--- src/rtl/i2c_target_ip.sv ---
// i2c_target_ip
// I2C target endpoint exposing a byte-addressed register space with
// EEPROM-style access: the first byte written after the address selects an
// internal pointer; further bytes are written at, or read from, the pointer,
// which auto-increments. SCL/SDA are oversampled on clk; no clock stretching.
//
// Handshake note: there is no valid/ready pair here. reg_wr and reg_rd are
// single-clk strobes. reg_wdata/reg_addr are valid while reg_wr is high.
// reg_rdata must reflect reg_addr in the clk where reg_rd is high; it is
// captured at the end of that clk.
//
// Ports
//   clk          system clock, >= 16x SCL
//   reset_n      asynchronous active-low reset
//   scl_i/sda_i  asynchronous pad inputs
//   sda_oe       1 = pull SDA low
//   reg_addr     current pointer
//   reg_wdata    write data (with reg_wr)
//   reg_wr       one-clk write strobe
//   reg_rdata    read data for reg_addr
//   reg_rd       one-clk read-fetch strobe
//   busy         high from address match until STOP / repeated START
//   dbg_state_o  current FSM state (debug)
module i2c_target_ip #(
    parameter logic [6:0]  TARGET_ADDR = 7'h42,
    parameter int unsigned ADDR_W      = 8
) (
    input  logic              clk,
    input  logic              reset_n,
    input  logic              scl_i,
    input  logic              sda_i,
    output logic              sda_oe,
    output logic [ADDR_W-1:0] reg_addr,
    output logic [7:0]        reg_wdata,
    output logic              reg_wr,
    input  logic [7:0]        reg_rdata,
    output logic              reg_rd,
    output logic              busy,
    output logic [3:0]        dbg_state_o
);

    typedef enum logic [3:0] {
        IDLE      = 4'd0,
        ADDR      = 4'd1,
        ADDR_ACK  = 4'd2,
        PTR       = 4'd3,
        PTR_ACK   = 4'd4,
        WDATA     = 4'd5,
        WDATA_ACK = 4'd6,
        RDATA     = 4'd7,
        RDATA_ACK = 4'd8,
        WAIT      = 4'd9
    } state_e;

    // ------------------------------------------------------------------
    // Synchronizers plus history FF. Reset to 1 so reset release with idle
    // lines produces no edge.
    // ------------------------------------------------------------------
    logic [1:0] scl_sync_q, sda_sync_q;
    logic       scl_hist_q, sda_hist_q;

    always_ff @(posedge clk or negedge reset_n) begin
        if (!reset_n) begin
            scl_sync_q <= 2'b11;
            sda_sync_q <= 2'b11;
            scl_hist_q <= 1'b1;
            sda_hist_q <= 1'b1;
        end else begin
            scl_sync_q <= {scl_sync_q[0], scl_i};
            sda_sync_q <= {sda_sync_q[0], sda_i};
            scl_hist_q <= scl_sync_q[1];
            sda_hist_q <= sda_sync_q[1];
        end
    end

    logic scl_s, sda_s;
    logic scl_rise, scl_fall, sda_rise, sda_fall;
    logic start_det, stop_det;

    assign scl_s    = scl_sync_q[1];
    assign sda_s    = sda_sync_q[1];
    assign scl_rise =  scl_s & ~scl_hist_q;
    assign scl_fall = ~scl_s &  scl_hist_q;
    assign sda_rise =  sda_s & ~sda_hist_q;
    assign sda_fall = ~sda_s &  sda_hist_q;
    // SCL must be high in both samples: an SDA edge coinciding with an SCL
    // edge is data, not a bus condition.
    assign start_det = sda_fall & scl_s & scl_hist_q;
    assign stop_det  = sda_rise & scl_s & scl_hist_q;

    // ------------------------------------------------------------------
    // State and datapath registers
    // ------------------------------------------------------------------
    state_e            state_q, state_d;
    logic [3:0]        bit_cnt_q, bit_cnt_d;
    logic [7:0]        shift_q, shift_d;     // receive shifter
    logic [7:0]        tx_q, tx_d;           // transmit shifter
    logic [ADDR_W-1:0] ptr_q, ptr_d;
    logic              sda_oe_q, sda_oe_d;
    logic              busy_q, busy_d;
    logic [7:0]        wdata_q, wdata_d;
    logic              wr_q, wr_d;
    logic              rd_q, rd_d;

    logic byte_done;
    logic addr_match;
    assign byte_done  = (bit_cnt_q == 4'd8);
    assign addr_match = (shift_q[7:1] == TARGET_ADDR);

    // State register
    always_ff @(posedge clk or negedge reset_n) begin
        if (!reset_n) state_q <= IDLE;
        else          state_q <= state_d;
    end

    // Next-state logic
    always_comb begin
        state_d = state_q;
        if (stop_det) begin
            state_d = IDLE;
        end else if (start_det) begin
            state_d = ADDR;
        end else begin
            case (state_q)
                ADDR:      if (scl_fall && byte_done) state_d = addr_match ? ADDR_ACK : WAIT;
                // shift_q still holds the address byte; bit 0 is R/W.
                ADDR_ACK:  if (scl_fall) state_d = shift_q[0] ? RDATA : PTR;
                PTR:       if (scl_fall && byte_done) state_d = PTR_ACK;
                PTR_ACK:   if (scl_fall) state_d = WDATA;
                WDATA:     if (scl_fall && byte_done) state_d = WDATA_ACK;
                WDATA_ACK: if (scl_fall) state_d = WDATA;
                RDATA:     if (scl_fall && byte_done) state_d = RDATA_ACK;
                RDATA_ACK: begin
                    if (scl_rise && sda_s) state_d = WAIT;
                    else if (scl_fall)     state_d = RDATA;
                end
                default:   state_d = state_q;
            endcase
        end
    end

    // Output / datapath logic
    always_comb begin
        bit_cnt_d = bit_cnt_q;
        shift_d   = shift_q;
        tx_d      = tx_q;
        ptr_d     = ptr_q;
        sda_oe_d  = sda_oe_q;
        busy_d    = busy_q;
        wdata_d   = wdata_q;
        wr_d      = 1'b0;
        rd_d      = 1'b0;

        // The pointer steps in the clk after the write strobe so reg_addr
        // carries the old pointer while reg_wr is high.
        if (wr_q) ptr_d = ptr_q + ADDR_W'(1);

        if (stop_det) begin
            sda_oe_d = 1'b0;
            busy_d   = 1'b0;
        end else if (start_det) begin
            sda_oe_d  = 1'b0;
            busy_d    = 1'b0;
            bit_cnt_d = 4'd0;
        end else begin
            if (scl_rise && (state_q == ADDR || state_q == PTR || state_q == WDATA)) begin
                shift_d   = {shift_q[6:0], sda_s};
                bit_cnt_d = bit_cnt_q + 4'd1;
            end
            case (state_q)
                ADDR: if (scl_fall && byte_done) begin
                    bit_cnt_d = 4'd0;
                    if (addr_match) begin
                        sda_oe_d = 1'b1;
                        busy_d   = 1'b1;
                    end
                end
                ADDR_ACK: if (scl_fall) begin
                    // Read: keep ACK low one more clk; the load replaces it.
                    if (shift_q[0]) rd_d     = 1'b1;
                    else            sda_oe_d = 1'b0;
                end
                PTR: if (scl_fall && byte_done) begin
                    bit_cnt_d = 4'd0;
                    ptr_d     = ADDR_W'(shift_q);
                    sda_oe_d  = 1'b1;
                end
                WDATA: if (scl_fall && byte_done) begin
                    bit_cnt_d = 4'd0;
                    wdata_d   = shift_q;
                    wr_d      = 1'b1;
                    sda_oe_d  = 1'b1;
                end
                PTR_ACK, WDATA_ACK: if (scl_fall) sda_oe_d = 1'b0;
                RDATA: begin
                    if (rd_q) begin
                        // reg_rdata is valid for the address fetched last clk.
                        tx_d      = reg_rdata;
                        sda_oe_d  = ~reg_rdata[7];
                        bit_cnt_d = 4'd1;
                    end else if (scl_fall) begin
                        if (byte_done) begin
                            sda_oe_d = 1'b0;
                        end else begin
                            tx_d      = {tx_q[6:0], 1'b0};
                            sda_oe_d  = ~tx_q[6];
                            bit_cnt_d = bit_cnt_q + 4'd1;
                        end
                    end
                end
                RDATA_ACK: begin
                    if (scl_rise && !sda_s) ptr_d = ptr_q + ADDR_W'(1);
                    if (scl_fall)           rd_d  = 1'b1;
                end
                default: ;
            endcase
        end
    end

    always_ff @(posedge clk or negedge reset_n) begin
        if (!reset_n) begin
            bit_cnt_q <= 4'd0;
            shift_q   <= 8'd0;
            tx_q      <= 8'd0;
            ptr_q     <= '0;
            sda_oe_q  <= 1'b0;
            busy_q    <= 1'b0;
            wdata_q   <= 8'd0;
            wr_q      <= 1'b0;
            rd_q      <= 1'b0;
        end else begin
            bit_cnt_q <= bit_cnt_d;
            shift_q   <= shift_d;
            tx_q      <= tx_d;
            ptr_q     <= ptr_d;
            sda_oe_q  <= sda_oe_d;
            busy_q    <= busy_d;
            wdata_q   <= wdata_d;
            wr_q      <= wr_d;
            rd_q      <= rd_d;
        end
    end

    assign sda_oe      = sda_oe_q;
    assign reg_addr    = ptr_q;
    assign reg_wdata   = wdata_q;
    assign reg_wr      = wr_q;
    assign reg_rd      = rd_q;
    assign busy        = busy_q;
    assign dbg_state_o = state_q;

endmodule

--- config.mk ---
export PLATFORM = sky130hd
export DESIGN_NAME = i2c_target_ip
export DESIGN_NICKNAME = d
export VERILOG_FILES = /design/src/rtl/i2c_target_ip.sv
export SDC_FILE = /design/constraint.sdc
export NUM_CORES = 1
export LEC_CHECK = 0
export BUFFER_PORTS_ARGS = -buffer_cell sky130_fd_sc_hd__buf_2
export CAP_MARGIN = 40
export CORE_MARGIN = 2
export CORE_UTILIZATION = 50
export DETAILED_ROUTE_END_ITERATION = 8
export PLACE_DENSITY = 0.7
export SLEW_MARGIN = 20
export SYNTH_ARGS = -nofsm -noshare
export SYNTH_HDL_FRONTEND = slang
export SYNTH_SLANG_ARGS = --single-unit
--- constraint.sdc ---
create_clock -name clk -period 2.3 [get_ports clk]
set_input_delay 0.115 -clock clk [delete_from_list [all_inputs] [get_ports clk]]
set_output_delay 0.115 -clock clk [all_outputs]
set_load 0.03 [all_outputs]
# Word-level counts from Yosys, hierarchy flattened
# Cells that the tools add are included.
# word_totals
register_bits	49
input_bits	12
output_inout_bits	24
elab_cells	130
# op_classes
addsub	2
eq_ne	22
muxes	54
bitwise_logic	16
reduce_logical	22
# op_table
op	count
two-way mux 4 bit	17
two-way mux 8 bit	5
!= test 4 bit (second input constant)	7
one-hot mux 4 bit (7 select lines)	1
two-way mux 1 bit	23
two-way mux 7 bit	3
== test 4 x 3 -> 1 bit (second input constant)	4
one-hot mux 8 bit (2 select lines)	1
AND reduction 8 bit	2
!= test 5 bit (second input constant)	2
nonzero test 3 bit	3
nonzero test 9 bit	1
adder 8 x 1 -> 8 bit (second input constant)	1
AND 1 bit	8
== test 4 x 2 -> 1 bit (second input constant)	2
== test 4 bit (second input constant)	2
!= test 4 x 1 -> 1 bit (second input constant)	2
inverter 1 bit	8
one-hot mux 4 bit (2 select lines)	1
== test 7 bit (second input constant)	1
nonzero test 7 bit	1
AND reduction 3 bit	2
one-hot mux 1 bit (5 select lines)	1
AND reduction 5 bit	1
other kinds (12)	17

# Logic depth before layout (Yosys ltp)
# Gate-level depths: netlist (run 1).
# depth
ltp_word	10
depth_mapped	8
mapped_depth_nobuf	7

# Worst setup path after synthesis (run 1)
# OpenSTA, ideal clock, no wires.
# synth_timing
path_kind	reg2reg
start	reg state_q[1], in the netlist dbg_state_o[1]
end	reg state_q[0], in the netlist dbg_state_o[0]
setup_time_ns	0.125
t_arrival_ns	1.857
required_ns	2.175
path_slack_ns	0.318
path_stages_with_launch	7
path_buffers	1
period_less_slack_ns	1.982
cell_sequence	dfrtp_1 -> buf_2 -> nor2_2 -> or2_4 -> a21o_1 -> a32o_2 -> mux2_4
# synth_between
elab_chain_cells	5
elab_cells_between_ends	21
classes_between	eq/ne: 15; mux: 3; reduce/logical: 3
# synth_lines
item	line	text
start, declared	94	state_e state_q, state_d;
start signal, assigned	113	else state_q <= state_d;
== test 4 x 3 -> 1 bit	124	case (state_q)
OR reduction 2 bit (no source line)	n/a	
one-hot mux 4 bit (7 select lines)	124	
two-way mux 4 bit	121	end else if (start_det) begin
two-way mux 4 bit	119	if (stop_det) begin
# Several ways; a longest one is shown, not always the timed one.
# A chain may end at the register's enable or synchronous reset.

# Final worst setup path (run 1)
# layout_timing
start	reg bit_cnt_q[0]
end	reg wdata_q[5], in the netlist reg_wdata[5]
# layout_between
elab_chain_cells	3
# layout_lines
item	line	text
start, declared	95	logic [3:0] bit_cnt_q, bit_cnt_d;
start signal, assigned	232	bit_cnt_q <= bit_cnt_d;
== test 4 bit	107	assign byte_done = (bit_cnt_q == 4'd8);
logical AND 1 bit	188	WDATA: if (scl_fall && byte_done) begin
AND reduction 4 bit (no source line)	n/a	
end signal, assigned	238	wdata_q <= wdata_d;
end, declared	101	logic [7:0] wdata_q, wdata_d;
# No other way between the ends.

==> metrics.md, run 1 <==
| Metric | Value |
|---|---|
| Run status | `completed` |
| Initial drt markers | `118` |
| Worst min-delay path endpoint | `tx_q[0]` |
| Number of remaining DRC errors | `0` |
| Post-synth top flop | `sky130_fd_sc_hd__dfrtp_1` |
| Worst reg-to-reg setup slack | `210 ps` |
| P per Cell Area | `839 nW/um2` |
| Critical Path AT | `between 2000 and 2500 ps` |
| Clock slew seen by the registers of the worst setup and hold paths | `approximately 90 ps` |
| Clock tree from TritonCTS | `yes` |
| Worst setup margin | `209 ps` |
| Root Buffer | `sky130_fd_sc_hd__clkbuf_8` |
| Sink count of the clock tree | `49` |
| Area of the core | `5540 um2` |
| Number of antenna violations at the first check in global routing | `0` |
| Hold violation total from the final report | `0` |
| Fill cell instance count of the final layout | `506` |
| Yosys synthesis warning count | `0` |
| H-tree lvl count | `2` |
| Share of the synthesized area in compound gates (AO/OA/AOI/OAI) | `0.168` |
| Pin slew with the least headroom to its limit | `824 ps` |
| Synth Register Bits | `49` |
| Length of the first detailed-routing pass in iterations | `4` |
| Dominant combinational cell family by area after synthesis | `simple AND/OR/NAND/NOR gates` |
| Xor/xnor cell area share of the yosys netlist | `0.0424` |
| Antenna violation net count after detailed routing | `0` |
| Syn Area/Cell | `10.4 um2` |
| Number of buffers on the longest clock path | `2` |
| Total of max-cap violations | `0` |
| Endpoints failing setup | `0` |
| Number of port buffers | `35` |
| Number of cells after detailed placement | `~380` |
| Die span in y | `between 80 and 90 um` |
| Most common library cell in the layout ignoring fill and taps | `sky130_fd_sc_hd__dfrtp_1` |
| Later-pin clock latency in the skew report | `310 ps` |
| Fraction of registers with async set or reset after synthesis | `1.00` |
| Capturing element type of the critical path | `flip-flop` |
| Largest net degree at the start of global routing | `21` |
| Net count of the mapped netlist | `293` |
| Depth of the worst register-to-register path | `7` |
| Critical Setup Path Class | `reg2reg` |
| Horiz. Die Dim | `80.0 um` |
| Worst Path Required | `around 2500 ps` |
| Number of vias after detailed routing | `2341` |
| Number of antenna cells inserted | `0` |
| Clock period minus worst slack | `2090 ps` |
| Count of mapped cells out of synthesis | `278` |
| Boundary pin count | `36` |
| Endpoint of the worst register-to-register path | `reg_wdata[5]` |
| Leak pwr | `1.50 nW` |
| Share of the clock period used by the worst path | `0.909` |
| Routability congestion estimate | `0.897` |
| Starting Density | `0.522` |
| Peak VDD IR | `0.000528 V` |
| Max Clk Rate | `478 MHz` |
| Non-filler cells in the finished layout | `394` |
| Startpoint of the most critical register-to-register path | `bit_cnt_q[0]` |
| Cell Area, Synth | `2890 um2` |
| Area of the die | `6400 um2` |
| Post-placement setup slack | `214 ps` |
| Wirelength per Cell | `between 15 and 20 um` |
| Number of synthesized flops with an enable pin | `0` |
| Max transition margin | `0.448` |
| Final setup TNS | `0 ps` |
| Total wire length after detailed routing | `6.52 mm` |
| Worst Hold Path Cells | `3` |
| GRT Resource Usage Total | `0.223` |
| Number of setup buffers added after CTS | `0` |
| Commonest cells after routing, fill and taps aside | `sky130_fd_sc_hd__dfrtp_1 (43), sky130_fd_sc_hd__buf_2 (35), sky130_fd_sc_hd__mux2_2 (17)` |
| Class of the worst hold path | `in2reg` |
| Share of final-layout standard cells stronger than drive strength 1 | `0.295` |
| Final HPWL from detailed placement | `4.78 mm` |
| Skew final | `7.72 ps` |
| Hold Startpoint | `reg_rdata[0]` |
| Routed via count divided by cell count | `5.94` |
| Portion of netlist area occupied by mux cells | `0.118` |
| Power, Total | `2.78 mW` |
| Simple logic cell fraction of the synthesized area | `0.203` |
| Startpoint Class | `flip-flop` |
| Worst-case hold slack | `38.3 ps` |
| Post-synthesis sequential area ratio | `0.427` |
| Number of distinct library cells after synthesis | `68` |
| Nets | `roughly 340` |
| Adder and majority cell fraction of the synthesized area | `0.0130` |
| Via count of the first global-routing pass | `2195` |
| Core Rows | `27` |
| Growth of design area from synthesis to finish | `14.6%` |
| RSZ-0062 raised after global routing | `false` |
| Wire length of the first global-routing pass | `11.1 mm` |
| Grt ovf | `0` |
| TritonCTS Buffers | `5` |
| Max Slew Vio Count | `0` |
| Critical path fanouts, max | `9` |
==> how the worst max path moves through the flow <==
stage | from | end | cells past startpoint
floorplan | dbg_state_o[1] | dbg_state_o[0] | 6
global placement | bit_cnt_q[0] | reg_wdata[7] | 7
detailed placement | bit_cnt_q[0] | reg_wdata[0] | 7
CTS | bit_cnt_q[0] | reg_wdata[5] | 7
global route | bit_cnt_q[0] | reg_wdata[1] | 7
finish | bit_cnt_q[0] | reg_wdata[5] | 7
==> synthesized netlist by cell type, drive strengths merged, types with 3 or more instances <==
master / count / area [um2]
a31oi: 4 / 25.0
mux2: 21 / 251
nand2: 16 / 62.6
o22ai: 6 / 37.5
o21ai: 14 / 70.1
nand3b: 4 / 30.0
nor2: 17 / 82.6
clkbuf: 6 / 23.8
nand4: 4 / 25.0
ha: 3 / 37.5
and2: 3 / 18.8
xnor2: 5 / 43.8
a22oi: 3 / 22.5
nand3: 10 / 50.1
xor2: 9 / 78.8
dfrtp: 43 / 1080
a211o: 5 / 43.8
buf: 8 / 38.8
nand2b: 5 / 31.3
nor3: 5 / 30.0
o221ai: 4 / 35.0
nor2b: 3 / 18.8
mux2i: 9 / 90.1
nor3b: 5 / 37.5
or2: 3 / 21.3
a21oi: 15 / 75.1
dfstp: 6 / 158
inv: 5 / 18.8
==> sequential cells by signal, summed over array words and instances (netlist names) <==
signal,count
dbg_state_o,4
reg_wdata,8
sda_sync_q,2
reg_rd,1
scl_sync_q,2
busy,1
sda_hist_q,1
reg_wr,1
reg_addr,8
shift_q,8
tx_q,7
bit_cnt_q,4
sda_oe,1
scl_hist_q,1
==> area by class of cell <==
class / count / area [um2] / area share
clock inverter: 2 / 16.3 / 0.00491
clock buffer: 6 / 82.6 / 0.0249
inverter: 5 / 18.8 / 0.00567
multi-input combinational: 210 / 1580 / 0.476
tap: 72 / 90.1 / 0.0272
timing repair buffer: 50 / 295 / 0.0892
sequential: 49 / 1230 / 0.372
==> critical path, stage by stage, from the launching register on <==
cell and delay, ps:
sky130_fd_sc_hd__dfrtp_1 420, sky130_fd_sc_hd__inv_1 80, sky130_fd_sc_hd__ha_1 150, sky130_fd_sc_hd__and3b_1 250, sky130_fd_sc_hd__nand2_2 150, sky130_fd_sc_hd__or3_4 390, sky130_fd_sc_hd__nor2_8 170, sky130_fd_sc_hd__mux2_2 360
==> where the power goes <==
group	switching [mW]	total, mW	internal, mW
Clock	0.314	0.562	0.248
Combinational	0.548	1.01	0.462
Sequential	0.226	1.21	0.981
Total	1.09	2.78	1.69
==> what timing repair did <==
item | in CTS | in global routing
hold buffers | 3 | 0
endpoints found under the hold margin | 12 | 0
resized for setup | 0 | 0
==> per-stage QoR <==
stage                     utilization  instance area, um2
after floorplan                     -                2890
after global placement          0.575                3180
after detailed placement        0.575                3180
after CTS                       0.598                3310
after global routing            0.598                3310
final                           0.598                3310
==> layer usage <==
layer | global-route usage | routed length [um] | vias up
met2 | 0.320 | 2910 | 70
li1 | - | - | 1126
met4 | 0.0627 | 39 | 0
met3 | 0.0385 | 346 | 4
met1 | 0.343 | 3230 | 1141
met5 | 0 | 0 | -
==> cells by family after synthesis <==
family	count (synthesis)
simple gates	93
fa+ha+maj	3
buf+inv	19
xor+xnor	14
compound gates	70
mux	30
flops	49
(Power assumes the default switching activity.)
==> run 2, diff against run 1 <==
- CAP_MARGIN: 40 -> 15
- MAX_ROUTING_LAYER: not set -> met4
- PLACE_DENSITY: 0.7 -> 0.73
- clock period: 2.3 -> 1.7 ns (I/O delays scaled with it)
==> run 2 against run 1 <==
The run now ends with negative setup slack left. Register-to-register slack got worse by 440 ps. Die area is the same. Highest routed layer unchanged. Non-clock buffer count up 74. Critical path type unchanged. Sequential share of layout area decreased by 9.4 points. Global-route usage up 6.1 points.
==> metrics.md, run 2 (synthesized netlist as in run 1, its figures left out) <==
| Metric | Value |
|---|---|
| Slowest CP cell | `sky130_fd_sc_hd__dfrtp_1` |
| Number of antenna violations at the first check in global routing | `0` |
| Placement Cell Area | `~3600 um2` |
| Switching power | `between 1.5 and 2 mW` |
| Wire length of the first global-routing pass | `about 14 mm` |
| Relative contribution of combinational cells to total power | `0.502` |
| Largest net degree at the start of global routing | `28` |
| Number of cells after detailed placement | `435` |
| Worst setup margin | `-228 ps` |
| Peak VDD IR | `0.000711 V` |
| Antenna violation net count after detailed routing | `0` |
| Max transition margin | `0.640` |
| Pin slew with the least headroom to its limit | `540 ps` |
| Clock slew seen by the registers of the worst setup and hold paths | `100 ps` |
| Boundary pin count | `36` |
| Number of antenna cells inserted | `0` |
| Total of max-cap violations | `0` |
| Area of the core | `5540 um2` |
| Failing checks | `negative setup slack` |
| Sink count of the clock tree | `49` |
| Worst Path Required | `1910 ps` |
| Endpoints failing setup | `39` |
| Slowest cell delay on critical path | `400 ps` |
| Total wire length after detailed routing | `slightly above 10 mm` |
| Number of vias after detailed routing | `between 2000 and 3000` |
| Clock period minus worst slack | `roughly 1900 ps` |
| Buf/Inv on CP | `1` |
| Most common library cell in the layout ignoring fill and taps | `sky130_fd_sc_hd__buf_4` |
| Initial drt markers | `402` |
| Run status | `finished, violations left` |
| Part of the total power dissipated in sequential elements | `0.319` |
| Worst-case hold slack | `0.242 ps` |
| Horiz. Die Dim | `80.0 um` |
| Share of the clock period used by the worst path | `1.13` |
| GRT Resource Usage Total | `0.284` |
| Length of the first detailed-routing pass in iterations | `6` |
| Part of the total power dissipated in the clock network | `0.179` |
| Cells along the critical path | `inv_2 > ha_4 > and3b_2 > nand2_4 > or3_4 > nor2_4 > mux2_2` |
| Share of final-layout standard cells stronger than drive strength 1 | `0.594` |
| Wirelength per Cell | `between 20 and 25 um` |
| TritonCTS Buffers | `5` |
| Grt ovf | `0` |
| Skew final | `around 14 ps` |
| Kind of cell adding the most delay to the critical path | `simple AND/OR/NAND/NOR gates` |
| Total non-filler cell area in the finished layout | `4450 um2` |
| Post-placement setup slack | `-219 ps` |
| Routability congestion estimate | `0.936` |
| Routed via count divided by cell count | `6.36` |
| Fraction of power spent switching nets | `0.392` |
| Critical path fanouts, max | `4` |
| Die span in y | `80.0 um` |
| Number of buffers on the longest clock path | `2` |
| Non-filler cells in the finished layout | `between 400 and 500` |
| Growth of design area from synthesis to finish | `54.0%` |
| Final HPWL from detailed placement | `5.49 mm` |
| Leak pwr | `a little over 2 nW` |
| Capturing element type of the critical path | `flip-flop` |
| Number of port buffers | `35` |
| RSZ-0062 raised after global routing | `true` |
| Max Slew Vio Count | `0` |
| Hold violation total from the final report | `0` |
| P per Cell Area | `1110 nW/um2` |
| Power, Total | `about 5 mW` |
| Via count of the first global-routing pass | `2670` |
| Critical Path AT | `2140 ps` |
| H-tree lvl count | `2` |
| Final setup TNS | `-5240 ps` |
| Fraction of the core area covered by cells at the end of the flow | `0.804` |
| Critical Setup Path Class | `reg2reg` |
| Commonest cells after routing, fill and taps aside | `sky130_fd_sc_hd__buf_4 (69), sky130_fd_sc_hd__dfrtp_1 (39), sky130_fd_sc_hd__buf_2 (35)` |
| Number of remaining DRC errors | `0` |
| Starting Density | `0.522` |
| Later-pin clock latency in the skew report | `320 ps` |
| Startpoint Class | `flip-flop` |
| Nets | `approximately 400` |
| Core Rows | `27` |
| Class of the worst hold path | `in2reg` |
| Root Buffer | `sky130_fd_sc_hd__clkbuf_8` |
| Max Clk Rate | `519 MHz` |
| Design internal power | `3.00 mW` |
| Area of the die | `6400 um2` |
| Clock tree from TritonCTS | `yes` |
run 2: changes by cell type in the layout (fill, tap and decap cells not counted), moves of 5 or more:
cell and change:
sky130_fd_sc_hd__buf_4 +57, sky130_fd_sc_hd__a21oi_1 -10, sky130_fd_sc_hd__nor2_4 +11, sky130_fd_sc_hd__nand3_1 -5, sky130_fd_sc_hd__mux2_4 +6, sky130_fd_sc_hd__o21ai_0 -7, sky130_fd_sc_hd__mux2_2 -6, sky130_fd_sc_hd__a21oi_2 +9
sky130_fd_sc_hd__nor2_1 -10, sky130_fd_sc_hd__buf_6 +13
run 2: power groups by stage:
stage | clock [mW] | sequential [mW] | combinational (mW)
floorplan | 0 | 1.64 | 1.04
global placement | 0 | 1.58 | 1.85
detailed placement | 0 | 1.59 | 1.88
CTS | 0.881 | 1.55 | 2.16
global route | 0.927 | 1.60 | 2.63
finish | 0.886 | 1.57 | 2.48
run 2: worst min-delay path, cell delays in order:
cell and delay [ps]:
sky130_fd_sc_hd__buf_2 90, sky130_fd_sc_hd__nand3_2 70, sky130_fd_sc_hd__o21ai_2 50
run 2: repair_timing:
action                     CTS  global route
pin swaps                   12            29
setup buffers               12            10
cloned                       1             1
hold buffers                 3             0
gates resized for setup     35            76
hold endpoints to repair    20             0
setup endpoints to repair   34            41
run 2: metal layers:
| layer | routed length (um) | track usage | vias up | part of all wire |
|---|---|---|---|---|
| met5 | 0 | - | - | 0 |
| met4 | 412 | 0.107 | 0 | 0.040 |
| met3 | 763 | 0.0396 | 49 | 0.074 |
| met2 | 5000 | 0.441 | 181 | 0.48 |
| met1 | 4190 | 0.380 | 1481 | 0.40 |
| li1 | - | - | 1274 | - |
run 2: final timing paths:
check                                    from             to  slack (ps)  cells after the start
worst max register to register   bit_cnt_q[0]   reg_wdata[0]        -230                      7
worst max-delay path             bit_cnt_q[0]   reg_wdata[0]        -230                      7
worst min register to register  scl_sync_q[0]  scl_sync_q[1]         370                      0
worst min-delay path             reg_rdata[0]        tx_q[0]         0.2                      3
min in group asynchronous             reset_n   reg_wdata[2]         280                      2
max in group asynchronous             reset_n     scl_hist_q         820                      3
run 2: area by class of cell:
cell class / count / area [um2]
clock buffer: 5 / 68.8
clock inverter: 3 / 43.8
fill: 316 / 1090
inverter: 5 / 18.8
multi-input combinational: 211 / 2040
sequential: 49 / 1240
tap: 72 / 90.1
timing repair buffer: 124 / 955
